--- src/rtl/cache_ctrl.sv ---
// -----------------------------------------------------------------------------
// cache_ctrl
//   Sequencing controller for a direct-mapped cache array. It serves CPU load
//   hits from the array and refills a whole line from memory on a load miss.
//   During a refill, the requested (critical) word is captured as it streams
//   past. Stores are write-through with no write-allocate. A store that hits
//   updates the array in its accept cycle. Every store is then written to
//   memory.
//
// Ports
//   clk, rstn                 clock, synchronous active-low reset
//   cpu_req/we/addr/wdata/sel CPU request, held until cpu_ready
//   cpu_ready, cpu_rdata      one-cycle completion pulse, load data
//   c_rd_index/offset/tag     cache read-port address (mirrors cpu_addr)
//   c_rd_hit, c_rd_data       cache read-port result
//   c_wr_index/offset/tag     cache write-port address
//   c_wr_data, c_wr_sel       cache write data and byte enables
//   c_wr_en, c_wr_new         write strobe, set valid/tag for the line
//   c_wr_hit                  cache write-port hit
//   mem_req/we/addr/wdata/sel memory request, held until mem_ack
//   mem_ack, mem_rdata        memory acceptance / read data
//   perf_hits, perf_misses    saturating load hit / miss counters
// -----------------------------------------------------------------------------
module cache_ctrl #(
   parameter int DATA_WIDTH   = 32,
   parameter int OFFSET_WIDTH = 2,
   parameter int INDEX_WIDTH  = 5,
   parameter int TAG_WIDTH    = 5,
   parameter int ADDR_WIDTH   = TAG_WIDTH + INDEX_WIDTH + OFFSET_WIDTH
) (
   input  logic                      clk,
   input  logic                      rstn,
   input  logic                      cpu_req,
   input  logic                      cpu_we,
   input  logic [ADDR_WIDTH-1:0]     cpu_addr,
   input  logic [DATA_WIDTH-1:0]     cpu_wdata,
   input  logic [DATA_WIDTH/8-1:0]   cpu_sel,
   output logic                      cpu_ready,
   output logic [DATA_WIDTH-1:0]     cpu_rdata,
   output logic [INDEX_WIDTH-1:0]    c_rd_index,
   output logic [OFFSET_WIDTH-1:0]   c_rd_offset,
   output logic [TAG_WIDTH-1:0]      c_rd_tag,
   input  logic                      c_rd_hit,
   input  logic [DATA_WIDTH-1:0]     c_rd_data,
   output logic [INDEX_WIDTH-1:0]    c_wr_index,
   output logic [OFFSET_WIDTH-1:0]   c_wr_offset,
   output logic [TAG_WIDTH-1:0]      c_wr_tag,
   output logic [DATA_WIDTH-1:0]     c_wr_data,
   output logic [DATA_WIDTH/8-1:0]   c_wr_sel,
   output logic                      c_wr_en,
   output logic                      c_wr_new,
   input  logic                      c_wr_hit,
   output logic                      mem_req,
   output logic                      mem_we,
   output logic [ADDR_WIDTH-1:0]     mem_addr,
   output logic [DATA_WIDTH-1:0]     mem_wdata,
   output logic [DATA_WIDTH/8-1:0]   mem_sel,
   input  logic                      mem_ack,
   input  logic [DATA_WIDTH-1:0]     mem_rdata,
   output logic [31:0]               perf_hits,
   output logic [31:0]               perf_misses
);

   localparam int SEL_WIDTH = DATA_WIDTH / 8;
   localparam logic [OFFSET_WIDTH-1:0] LINE_LAST = '1;

   typedef enum logic [1:0] {
      S_IDLE,
      S_REFILL,
      S_WRITE,
      S_RESP
   } state_t;

   state_t                   r_state;
   logic [TAG_WIDTH-1:0]     r_tag;
   logic [INDEX_WIDTH-1:0]   r_index;
   logic [OFFSET_WIDTH-1:0]  r_offset;
   logic [OFFSET_WIDTH-1:0]  r_cnt;
   logic [DATA_WIDTH-1:0]    r_wdata;
   logic [SEL_WIDTH-1:0]     r_sel;
   logic [DATA_WIDTH-1:0]    r_rdata;
   logic [31:0]              r_hits;
   logic [31:0]              r_misses;

   logic [TAG_WIDTH-1:0]     w_tag;
   logic [INDEX_WIDTH-1:0]   w_index;
   logic [OFFSET_WIDTH-1:0]  w_offset;
   logic                     w_load;
   logic                     w_store;
   logic                     w_last;

   assign w_tag    = cpu_addr[ADDR_WIDTH-1 -: TAG_WIDTH];
   assign w_index  = cpu_addr[OFFSET_WIDTH +: INDEX_WIDTH];
   assign w_offset = cpu_addr[OFFSET_WIDTH-1:0];
   assign w_load   = cpu_req && !cpu_we;
   assign w_store  = cpu_req && cpu_we;
   assign w_last   = (r_cnt == LINE_LAST);

   always_ff @(posedge clk) begin
      if (!rstn) begin
         r_state  <= S_IDLE;
         r_tag    <= '0;
         r_index  <= '0;
         r_offset <= '0;
         r_cnt    <= '0;
         r_wdata  <= '0;
         r_sel    <= '0;
         r_rdata  <= '0;
         r_hits   <= '0;
         r_misses <= '0;
      end else begin
         case (r_state)
            S_IDLE: begin
               if (w_load) begin
                  if (c_rd_hit) begin
                     r_rdata <= c_rd_data;
                     if (r_hits != '1) r_hits <= r_hits + 32'd1;
                     r_state <= S_RESP;
                  end else begin
                     r_tag    <= w_tag;
                     r_index  <= w_index;
                     r_offset <= w_offset;
                     r_cnt    <= '0;
                     if (r_misses != '1) r_misses <= r_misses + 32'd1;
                     r_state  <= S_REFILL;
                  end
               end else if (w_store) begin
                  r_tag    <= w_tag;
                  r_index  <= w_index;
                  r_offset <= w_offset;
                  r_wdata  <= cpu_wdata;
                  r_sel    <= cpu_sel;
                  r_state  <= S_WRITE;
               end
            end
            S_REFILL: begin
               if (mem_ack) begin
                  // The requested word is caught as it streams past.
                  if (r_cnt == r_offset) r_rdata <= mem_rdata;
                  r_cnt <= r_cnt + 1'b1;
                  if (w_last) r_state <= S_RESP;
               end
            end
            S_WRITE: begin
               if (mem_ack) r_state <= S_RESP;
            end
            S_RESP: begin
               r_state <= S_IDLE;
            end
            default: r_state <= S_IDLE;
         endcase
      end
   end

   assign cpu_ready   = (r_state == S_RESP);
   assign cpu_rdata   = r_rdata;
   assign perf_hits   = r_hits;
   assign perf_misses = r_misses;

   assign c_rd_index  = w_index;
   assign c_rd_offset = w_offset;
   assign c_rd_tag    = w_tag;

   assign mem_req   = (r_state == S_REFILL) || (r_state == S_WRITE);
   assign mem_we    = (r_state == S_WRITE);
   assign mem_addr  = {r_tag, r_index, (r_state == S_WRITE) ? r_offset : r_cnt};
   assign mem_wdata = r_wdata;
   assign mem_sel   = r_sel;

   // Write-port control depends on same-cycle c_wr_hit / mem_ack, so it is
   // combinational. Strobes are held off during reset so that an interrupted
   // refill never touches the array in its reset cycle.
   always_comb begin
      c_wr_index  = r_index;
      c_wr_offset = r_cnt;
      c_wr_tag    = r_tag;
      c_wr_data   = mem_rdata;
      c_wr_sel    = '1;
      c_wr_en     = 1'b0;
      c_wr_new    = 1'b0;
      case (r_state)
         S_IDLE: begin
            c_wr_index  = w_index;
            c_wr_offset = w_offset;
            c_wr_tag    = w_tag;
            c_wr_data   = cpu_wdata;
            c_wr_sel    = cpu_sel;
            c_wr_en     = rstn && w_store && c_wr_hit;
         end
         S_REFILL: begin
            c_wr_en  = rstn && mem_ack;
            // Valid/tag are set only with the final word of the line.
            c_wr_new = rstn && mem_ack && w_last;
         end
         default: ;
      endcase
   end

endmodule

--- config.mk ---
export PLATFORM = sky130hd
export DESIGN_NAME = cache_ctrl
export DESIGN_NICKNAME = d
export VERILOG_FILES = /design/src/rtl/cache_ctrl.sv
export SDC_FILE = /design/constraint.sdc
export NUM_CORES = 1
export LEC_CHECK = 0
export ABC_AREA = 1
export CAP_MARGIN = 25
export CORE_UTILIZATION = 48
export CTS_CLUSTER_DIAMETER = 30
export DETAILED_ROUTE_END_ITERATION = 16
export PLACE_DENSITY = 0.89
export SLEW_MARGIN = 20
export SYNTH_ARGS = -nofsm -noshare
export SYNTH_HDL_FRONTEND = slang
export SYNTH_SLANG_ARGS = --single-unit
--- constraint.sdc ---
create_clock -name clk -period 3.15 [get_ports clk]
set_clock_uncertainty 0.2 [all_clocks]
set_input_delay 0.63 -clock clk [delete_from_list [all_inputs] [get_ports clk]]
set_output_delay 0.63 -clock clk [all_outputs]
set_load 0.005 [all_outputs]
---- After elaboration in Yosys (flattened, before gate mapping) ----
Cells that the tools add are included.
storage, ports and cells
  bits in registers ....................... 148
  input bits .............................. 119
operators by class
  $add $sub $neg .......................... 3
  reductions and logical operators ........ 18
  eq/ne operators ......................... 16
  bitwise logic cells ..................... 2
  mux-type cells .......................... 33
operators with widths
  cell                                                             count
  32-bit 2-to-1 mux                                                5
  32-bit by 1-bit adder with 32-bit output, second input constant  2
  32-bit != test, second input constant                            2
  32-bit one-hot mux with 2 select lines                           1
  5-bit 2-to-1 mux                                                 8
  2-bit 2-to-1 mux                                                 14
  4-bit AND reduction                                              4
  2-bit != test, second input constant                             7
  2-bit one-hot mux with 4 select lines                            1
  2-bit == test, second input constant                             3
  1-bit logical AND                                                6
  3-bit AND reduction                                              2
  5-bit AND reduction                                              1
  4-bit 2-to-1 mux                                                 1
  2-bit one-hot mux with 2 select lines                            1
  2-bit nonzero test                                               2
  3-bit != test, second input constant                             1
  2-bit by 1-bit adder with 2-bit output, second input constant    1
  2-bit by 1-bit == test with 1-bit output, second input constant  1
  2-bit == test                                                    1
  2-bit zero test                                                  1
  2-bit by 1-bit != test with 1-bit output, second input constant  1
  1-bit NOT                                                        2
  1-bit one-hot mux with 2 select lines                            1
  3 further kinds                                                  3

---- Longest topological paths before layout ----
Gate-level depths: netlist of the first run.
  depth in word-level cells ............... 4
  gate-level depth with buffers ........... 13
  mapped depth without buffers ............ 11

---- Worst setup path after synthesis of the first run ----
Ideal clock, no wire load.
  kind .................................... flip-flop to output port
  from .................................... reg r_state[0]
  to ...................................... out c_wr_en
  buffers on the path ..................... 3
  setup slack ............................. 742 ps
  stages on the path, launching flop included .. 10
  data arrival time ....................... 1578 ps
  required time ........................... 2320 ps
  cells stage by stage .................... dfxtp_1 -> inv_1 -> ha_1 -> buf_4 -> nand2_1 -> inv_1 -> buf_2 -> nand2_1 -> buf_2 -> o21ai_0
on the way
  word-level cells in the longest chain between the ends .. 2
ends and longest elaborated chain
  item                                                                                line  text
  start: declaration                                                                  74    state_t r_state;
  start signal: assignment                                                            101   r_state <= S_IDLE;
  start signal: assignment                                                            118   r_state <= S_RESP;
  start signal: assignment                                                            125   r_state <= S_REFILL;
  2-bit by 1-bit == test with 1-bit output / 2-bit zero test (equally long branches)  181   case (r_state)
  1-bit one-hot mux with 2 select lines (*)                                           181
  end: declaration                                                                    50    output logic c_wr_en,
Mark *: on every way between the ends. The rest lies on a longest branch, timed or not.

---- Worst setup path in the final report of the first run ----
  from .................................... reg r_state[0]
  to ...................................... out c_wr_sel[0]
on the way
  word-level cells in the longest chain between the ends .. 2
ends and longest elaborated chain
  item              line  text
  2-bit zero test   181
  4-bit 2-to-1 mux  181
  end: declaration  49    output logic [DATA_WIDTH/8-1:0] c_wr_sel,
No other way between the ends.

==> results.yml, run 1 <==
layout:
  fin_nets: 1754
  drive_above_1_share_pct: 5.617
  area_delta_synth_final_pct: 46.83
critical_path:
  arrival_ns: 2.23
  critPathMaxStageDelay_ns: 0.48
  cpLargestDelayFamily: "buffers and inverters"
  cp_data_required_time_ns: 2.32
  crit_type: "register to primary output"
  endpoint_kind: "primary output"
  crit_fanout: 23
  path_cells: "inv_1 -> ha_2 -> inv_2 -> clkbuf_16 -> or2_2 -> clkdlybuf4s50_1"
  critPathBufInv: 4
  slowest_stage: "clkdlybuf4s50_1"
  crit_path_start_kind: "register"
timing:
  max_slew_margin_pct: 53.82
  setup_viol: 0
  worst_slew_pin_slew_ns: 0.6928
  hold_viol: 0
  period_needed_ns: 3.061
  holdWs_ns: 0.2636
  fin_ws_ns: 0.08941
  rsz0062_at_grt: "true"
  slew_violations: 0
  max_freq_mhz: 326.7
  final.period_utilization_pct: 97.16
  fin_tns_setup_ns: 0
clock_tree:
  cts_tree: "yes"
  cts_made_buffers: 17
  clock_latency_ns: 0.42
  clock_path_buffers: 2
  post_cts_buffers: 0
  clock_tree.root_cell: "clkbuf_16"
  clk_pin_slew_worst_paths_ns: 0.06
  clock_sinks: 148
  h-tree-depth: 4
floorplan:
  pin_count: 328
  initial_utilization_pct: 48.97
  die_h_um: 134.4
  row_count: 48
  core-area_mm2: 0.01718
  die-area_mm2: 0.01806
  die_x_um: 134.4
placement:
  dp.final_hpwl_mm: 21.72
  place_ws_ns: 0.1110
  port_buffers: 327
  gp_congestion: 0.9483
route:
  num_vias: 10010
  drt-initial-drc-count: 927
  detail_route.wl_per_cell_um: 16.12
  ant_nets: 0
  drcViolationCount: 0
  wirelength_mm: 30.04
  via_per_inst: 5.367
  drtPass1Iterations: 7
synth:
  async_flop_share_pct: 0
  synth_edf_count: 0
  yosys.area_share.simple_pct: 43.05
  synth.avg_cell_area_um2: 6.300
  synth-xor-area-share_pct: 0.4165
  synth_area_mm2: 0.008411
  yosysUniqueCellTypes: 36
  synth.mux.area_fraction_pct: 3.808
  synth_compound_area_share_pct: 7.334
  syn_nets: 1462
  synth_top_family_by_area: "simple AND/OR/NAND/NOR gates"
  synth_seq_cells: 148
  seq_area_frac_synth_pct: 35.23
  yosysWarnings: 0
  synthAdderAreaFrac_pct: 1.190
  synth_ff_type: "dfxtp_1"
  postSynthCellCount: 1335
global_routing:
  grt_pass1_wl_mm: 46.35
  first_global_vias: 9267
  grt_use_total_pct: 32.53
  grt_max_degree: 67
  antenna_found_initial: 1
  globalRouteOverflowTotal: 0
power_and_ir_drop:
  power_frac_comb_pct: 45.9
  switching_share_pct: 36.07
  p_int_mw: 5.295
  p_total_mw: 8.283
  clock_power_share_pct: 24.9
  power_density_mw_per_mm2: 670.7
  seq_power_share_pct: 29.2
  p_sw_mw: 2.987
  vdd_drop_max_v: 0.0004845
  total_leakage_power_nw: 4.760
flow_run:
  drv_cap: 0
worst_hold_path:
  hold_class: "register to register"
outcome:
  outcome: "finished clean"
[power by group through the flow]
| stage | clock [mW] | combinational, mW | sequential (mW) |
|---|---|---|---|
| after global placement | 0 | 3.60 | 2.43 |
| final | 2.07 | 3.80 | 2.42 |
| after global routing | 2.16 | 4.08 | 2.45 |
| after floorplan | 0 | 1.80 | 2.45 |
| after detailed placement | 0 | 3.65 | 2.45 |
| after CTS | 2.08 | 3.68 | 2.41 |
[through the flow]
step / utilization [%] / cells / cell area (um2)
2_1_floorplan: - / 1335 / 8411
3_3_place_gp: 68.26 / 1832 / 11730
3_5_place_dp: 68.26 / 1832 / 11730
4_1_cts: 71.69 / 1862 / 12310
5_1_grt: 71.90 / 1864 / 12350
6_report: 71.90 / 1864 / 12350
[cell usage after synthesis, types with 10 or more instances]
library cell | instances | area, um2
nor2_1 | 282 | 1059
clkbuf_1 | 33 | 123.9
o21ai_0 | 30 | 150.1
nand3_1 | 115 | 575.6
buf_2 | 15 | 75.07
nand4_1 | 10 | 62.56
a21oi_1 | 52 | 260.3
nand2_1 | 416 | 1562
o21bai_1 | 21 | 157.7
dfxtp_1 | 148 | 2963
inv_1 | 83 | 311.6
nor2_2 | 10 | 62.56
buf_4 | 22 | 165.2
mux2i_1 | 32 | 320.3
[registers in the layout, summed over array words and instances (netlist names)]
register / cells
mem_sel: 4
r_cnt: 2
perf_hits: 32
mem_wdata: 32
r_tag: 5
r_offset: 2
cpu_rdata: 32
r_index: 5
r_state: 2
perf_misses: 32
[worst register-to-register path, delay by kind of cell (launching register included)]
| kind | cells | cell delay (ns) |
|---|---|---|
| adders and majority gates | 1 | 0.28 |
| buffers and inverters | 4 | 1.04 |
| DFF | 1 | 0.33 |
| and+or+nand+nor | 4 | 0.65 |
[cells by family (layout without fill, tap and decap cells)]
kind of cell	Yosys count	in the layout
and+or+nand+nor	871	871
muxes	32	32
buffers and inverters	162	465
adders and majority gates	8	8
other	0	1
xor gates and xnor gates	4	4
AOI/OAI and AO/OA	110	110
DFF	148	148
[placed cells by master (no fill, tap or decap), types with 4 or more instances in the layout]
cell             Yosys  layout
nand2_1            416     416
clkdlybuf4s50_1      0     326
nor2_1             282     282
dfxtp_1            148     148
nand3_1            115     115
inv_1               83      82
a21oi_1             52      52
mux2i_1             32      32
o21ai_0             30      29
o21bai_1            21      21
buf_4               22      19
clkbuf_16            0      18
nor2_2              10      10
nand4_1             10      10
nor3_1               8       8
nand3_2              6       6
ha_1                 8       6
or2_2                5       5
nor2_4               4       4
nand2_2              4       4
xor2_1               4       4
clkinv_2             0       4
[metal layers]
metal,wire [um],track usage [%],vias to the layer above
met1,11350,38.23,4561
met4,1315,17.73,0
met2,14560,54.63,554
met5,0,0,-
met3,2816,7.710,104
li1,-,-,4786
[what timing repair did]
action / in CTS / in global routing
gates resized for setup: 0 / 4
hold endpoints to repair: 0 / 0
hold buffers: 0 / 0
endpoints found under the setup margin: 0 / 24
[area by class of cell]
class | instances | area, um2
tap | 225 | 281.5
timing repair buffer | 349 | 3486
multi-input combinational | 1025 | 4702
sequential | 148 | 2963
fill | 1366 | 4827
clock inverter | 10 | 132.6
clock buffer | 20 | 456.7
inverter | 86 | 325.3
antenna | 1 | 2.502
[worst paths after layout]
check,from,to,slack [ns],depth (start not counted)
min,mem_wdata[13]$_SDFFE_PN0P_,mem_wdata[13]$_SDFFE_PN0P_,0.26,2
max reg2reg,r_state[0]$_SDFFE_PN0P_,r_index[2]$_SDFFE_PN0P_,0.61,9
max,r_state[0]$_SDFFE_PN0P_,c_wr_sel[0],0.09,6
min reg2reg,mem_wdata[13]$_SDFFE_PN0P_,mem_wdata[13]$_SDFFE_PN0P_,0.26,2
Note: power is estimated with default switching activity, not from simulation.
==> run 2, diff against run 1 <==
--- a/config.mk
+++ b/config.mk
@@ -7,10 +7,12 @@
 export LEC_CHECK = 0
 export ABC_AREA = 1
 export CAP_MARGIN = 25
+export CORE_MARGIN = 8
 export CORE_UTILIZATION = 48
 export CTS_CLUSTER_DIAMETER = 30
 export DETAILED_ROUTE_END_ITERATION = 16
 export PLACE_DENSITY = 0.89
+export SKIP_CTS_REPAIR_TIMING = 1
 export SLEW_MARGIN = 20
 export SYNTH_ARGS = -nofsm -noshare
 export SYNTH_HDL_FRONTEND = slang
==> results.yml, run 2 (synthesized netlist as in run 1, its figures left out) <==
timing:
  max_freq_mhz: 327.0
  hold_viol: 0
  period_needed_ns: 3.058
  worst_slew_pin_slew_ns: 0.5050
  final.period_utilization_pct: 97.09
  setup_viol: 0
  slew_violations: 0
  max_slew_margin_pct: 66.33
global_routing:
  grt_max_degree: 48
  grt_use_total_pct: 28.66
  antenna_found_initial: 4
  first_global_vias: 9602
  grt_pass1_wl_mm: 50.54
  globalRouteOverflowTotal: 0
floorplan:
  row_count: 48
  initial_utilization_pct: 48.80
  core-area_mm2: 0.01724
  die-area_mm2: 0.02201
  die_h_um: 148.4
  die_x_um: 148.4
  pin_count: 328
layout:
  fin_area_mm2: 0.01235
  area_delta_synth_final_pct: 46.83
  final_common_cell: "nand2_1"
  drive_above_1_share_pct: 6.075
  finalCoreUtilization_pct: 71.65
  final_cell_mix: "416 x nand2_1, 326 x clkdlybuf4s50_1, 282 x nor2_1"
  fin_nets: 1760
  fin_cells: 1874
power_and_ir_drop:
  seq_power_share_pct: 29.2
  vdd_drop_max_v: 0.0006189
  clock_power_share_pct: 24.3
  power_frac_comb_pct: 46.5
  power_density_mw_per_mm2: 668.5
  p_int_mw: 5.126
  total_leakage_power_nw: 4.765
  p_sw_mw: 3.129
  switching_share_pct: 37.90
worst_hold_path:
  min-delay-start: "mem_wdata[24]$_SDFFE_PN0P_"
  hold_class: "register to register"
  min_path_cells: 2
  hold_end: "mem_wdata[24]$_SDFFE_PN0P_"
critical_path:
  slowest_stage: "clkdlybuf4s50_1"
  crit_path_start_kind: "register"
  cpLargestDelayFamily: "buffers and inverters"
  reg2reg_depth: 9
  cp_data_required_time_ns: 2.32
  critPathMaxStageDelay_ns: 0.58
  critPathBufInv: 3
  arrival_ns: 2.23
  crit_fanout: 7
  endpoint_kind: "primary output"
  crit-reg2reg-launch: "r_state[0]$_SDFFE_PN0P_"
  reg2reg_to: "r_index[2]$_SDFFE_PN0P_"
  path_cells: "inv_1 -> ha_4 -> nand2_1 -> inv_1 -> nand2_1 -> o21ai_0 -> clkdlybuf4s50_1"
  crit_type: "register to primary output"
  r2r_slack_ns: 0.78
flow_run:
  drv_cap: 0
clock_tree:
  cts_tree: "yes"
  clock_path_buffers: 2
  cts_made_buffers: 17
  clock_sinks: 148
  clock_tree.root_cell: "clkbuf_16"
  h-tree-depth: 4
  clock_latency_ns: 0.43
  clk_pin_slew_worst_paths_ns: 0.07
placement:
  dp_cells: 1836
  dpl_cell_area_mm2: 0.01173
  port_buffers: 327
  gp_congestion: 0.9155
  dp.final_hpwl_mm: 24.61
route:
  drtPass1Iterations: 7
  drt-initial-drc-count: 804
  via_per_inst: 5.337
  ant_nets: 0
  wirelength_mm: 32.65
  detail_route.wl_per_cell_um: 17.42
  num_vias: 10000
  drcViolationCount: 0
outcome:
  outcome: "finished clean"
[run 2: cell type report]
type	instances	area (um2)
clock buffer	17	425.4
tap	225	281.5
clock inverter	15	146.4
sequential	148	2963
multi-input combinational	1025	4712
inverter	86	325.3
timing repair buffer	355	3488
fill	1372	4887
antenna	3	7.507
[run 2: worst max-delay path by stage]
stage                       end  cells after the start  slack, ns                    start
CTS                 c_wr_sel[2]                      6      -0.24  r_state[0]$_SDFFE_PN0P_
global route            c_wr_en                      7     -0.009  r_state[1]$_SDFFE_PN0P_
detailed placement      c_wr_en                      6       0.14                  cpu_req
floorplan               c_wr_en                      9       0.74  r_state[0]$_SDFFE_PN0P_
global placement        c_wr_en                      6       0.15                  cpu_req
finish                  c_wr_en                      7       0.09  r_state[0]$_SDFFE_PN0P_
[run 2: power by group through the flow]
stage	logic (mW)	registers [mW]	clock network, mW
2_1_floorplan	1.80	2.45	0
3_3_place_gp	3.68	2.43	0
3_5_place_dp	3.73	2.44	0
4_1_cts	3.76	2.41	2.02
5_1_grt	4.11	2.45	2.11
6_report	3.83	2.41	2.01
[run 2: stage by stage]
step / hold WS, ns / power [mW] / setup slack, ns / TNS (ns)
after floorplan: 0.2565 / 4.250 / 0.7421 / 0
after global placement: 0.2478 / 6.106 / 0.1461 / 0
after detailed placement: 0.2563 / 6.175 / 0.1399 / 0
after CTS: 0.2663 / 8.197 / -0.2447 / -2.494
after global routing: 0.2835 / 8.671 / -0.009342 / -0.009342
final: 0.2645 / 8.255 / 0.09157 / 0
[run 2: per-layer routing]
layer	track usage, %	up-vias	wire (um)
met5	0	-	13
met4	12.95	2	1239
met3	8.052	84	3074
met2	49.04	514	15910
met1	32.62	4607	12420
li1	-	4794	-
[run 2: worst min-delay path: stages, from the launching register on]
cell,delay (ns)
dfxtp_1,0.31
nand2_1,0.06
a21oi_1,0.05
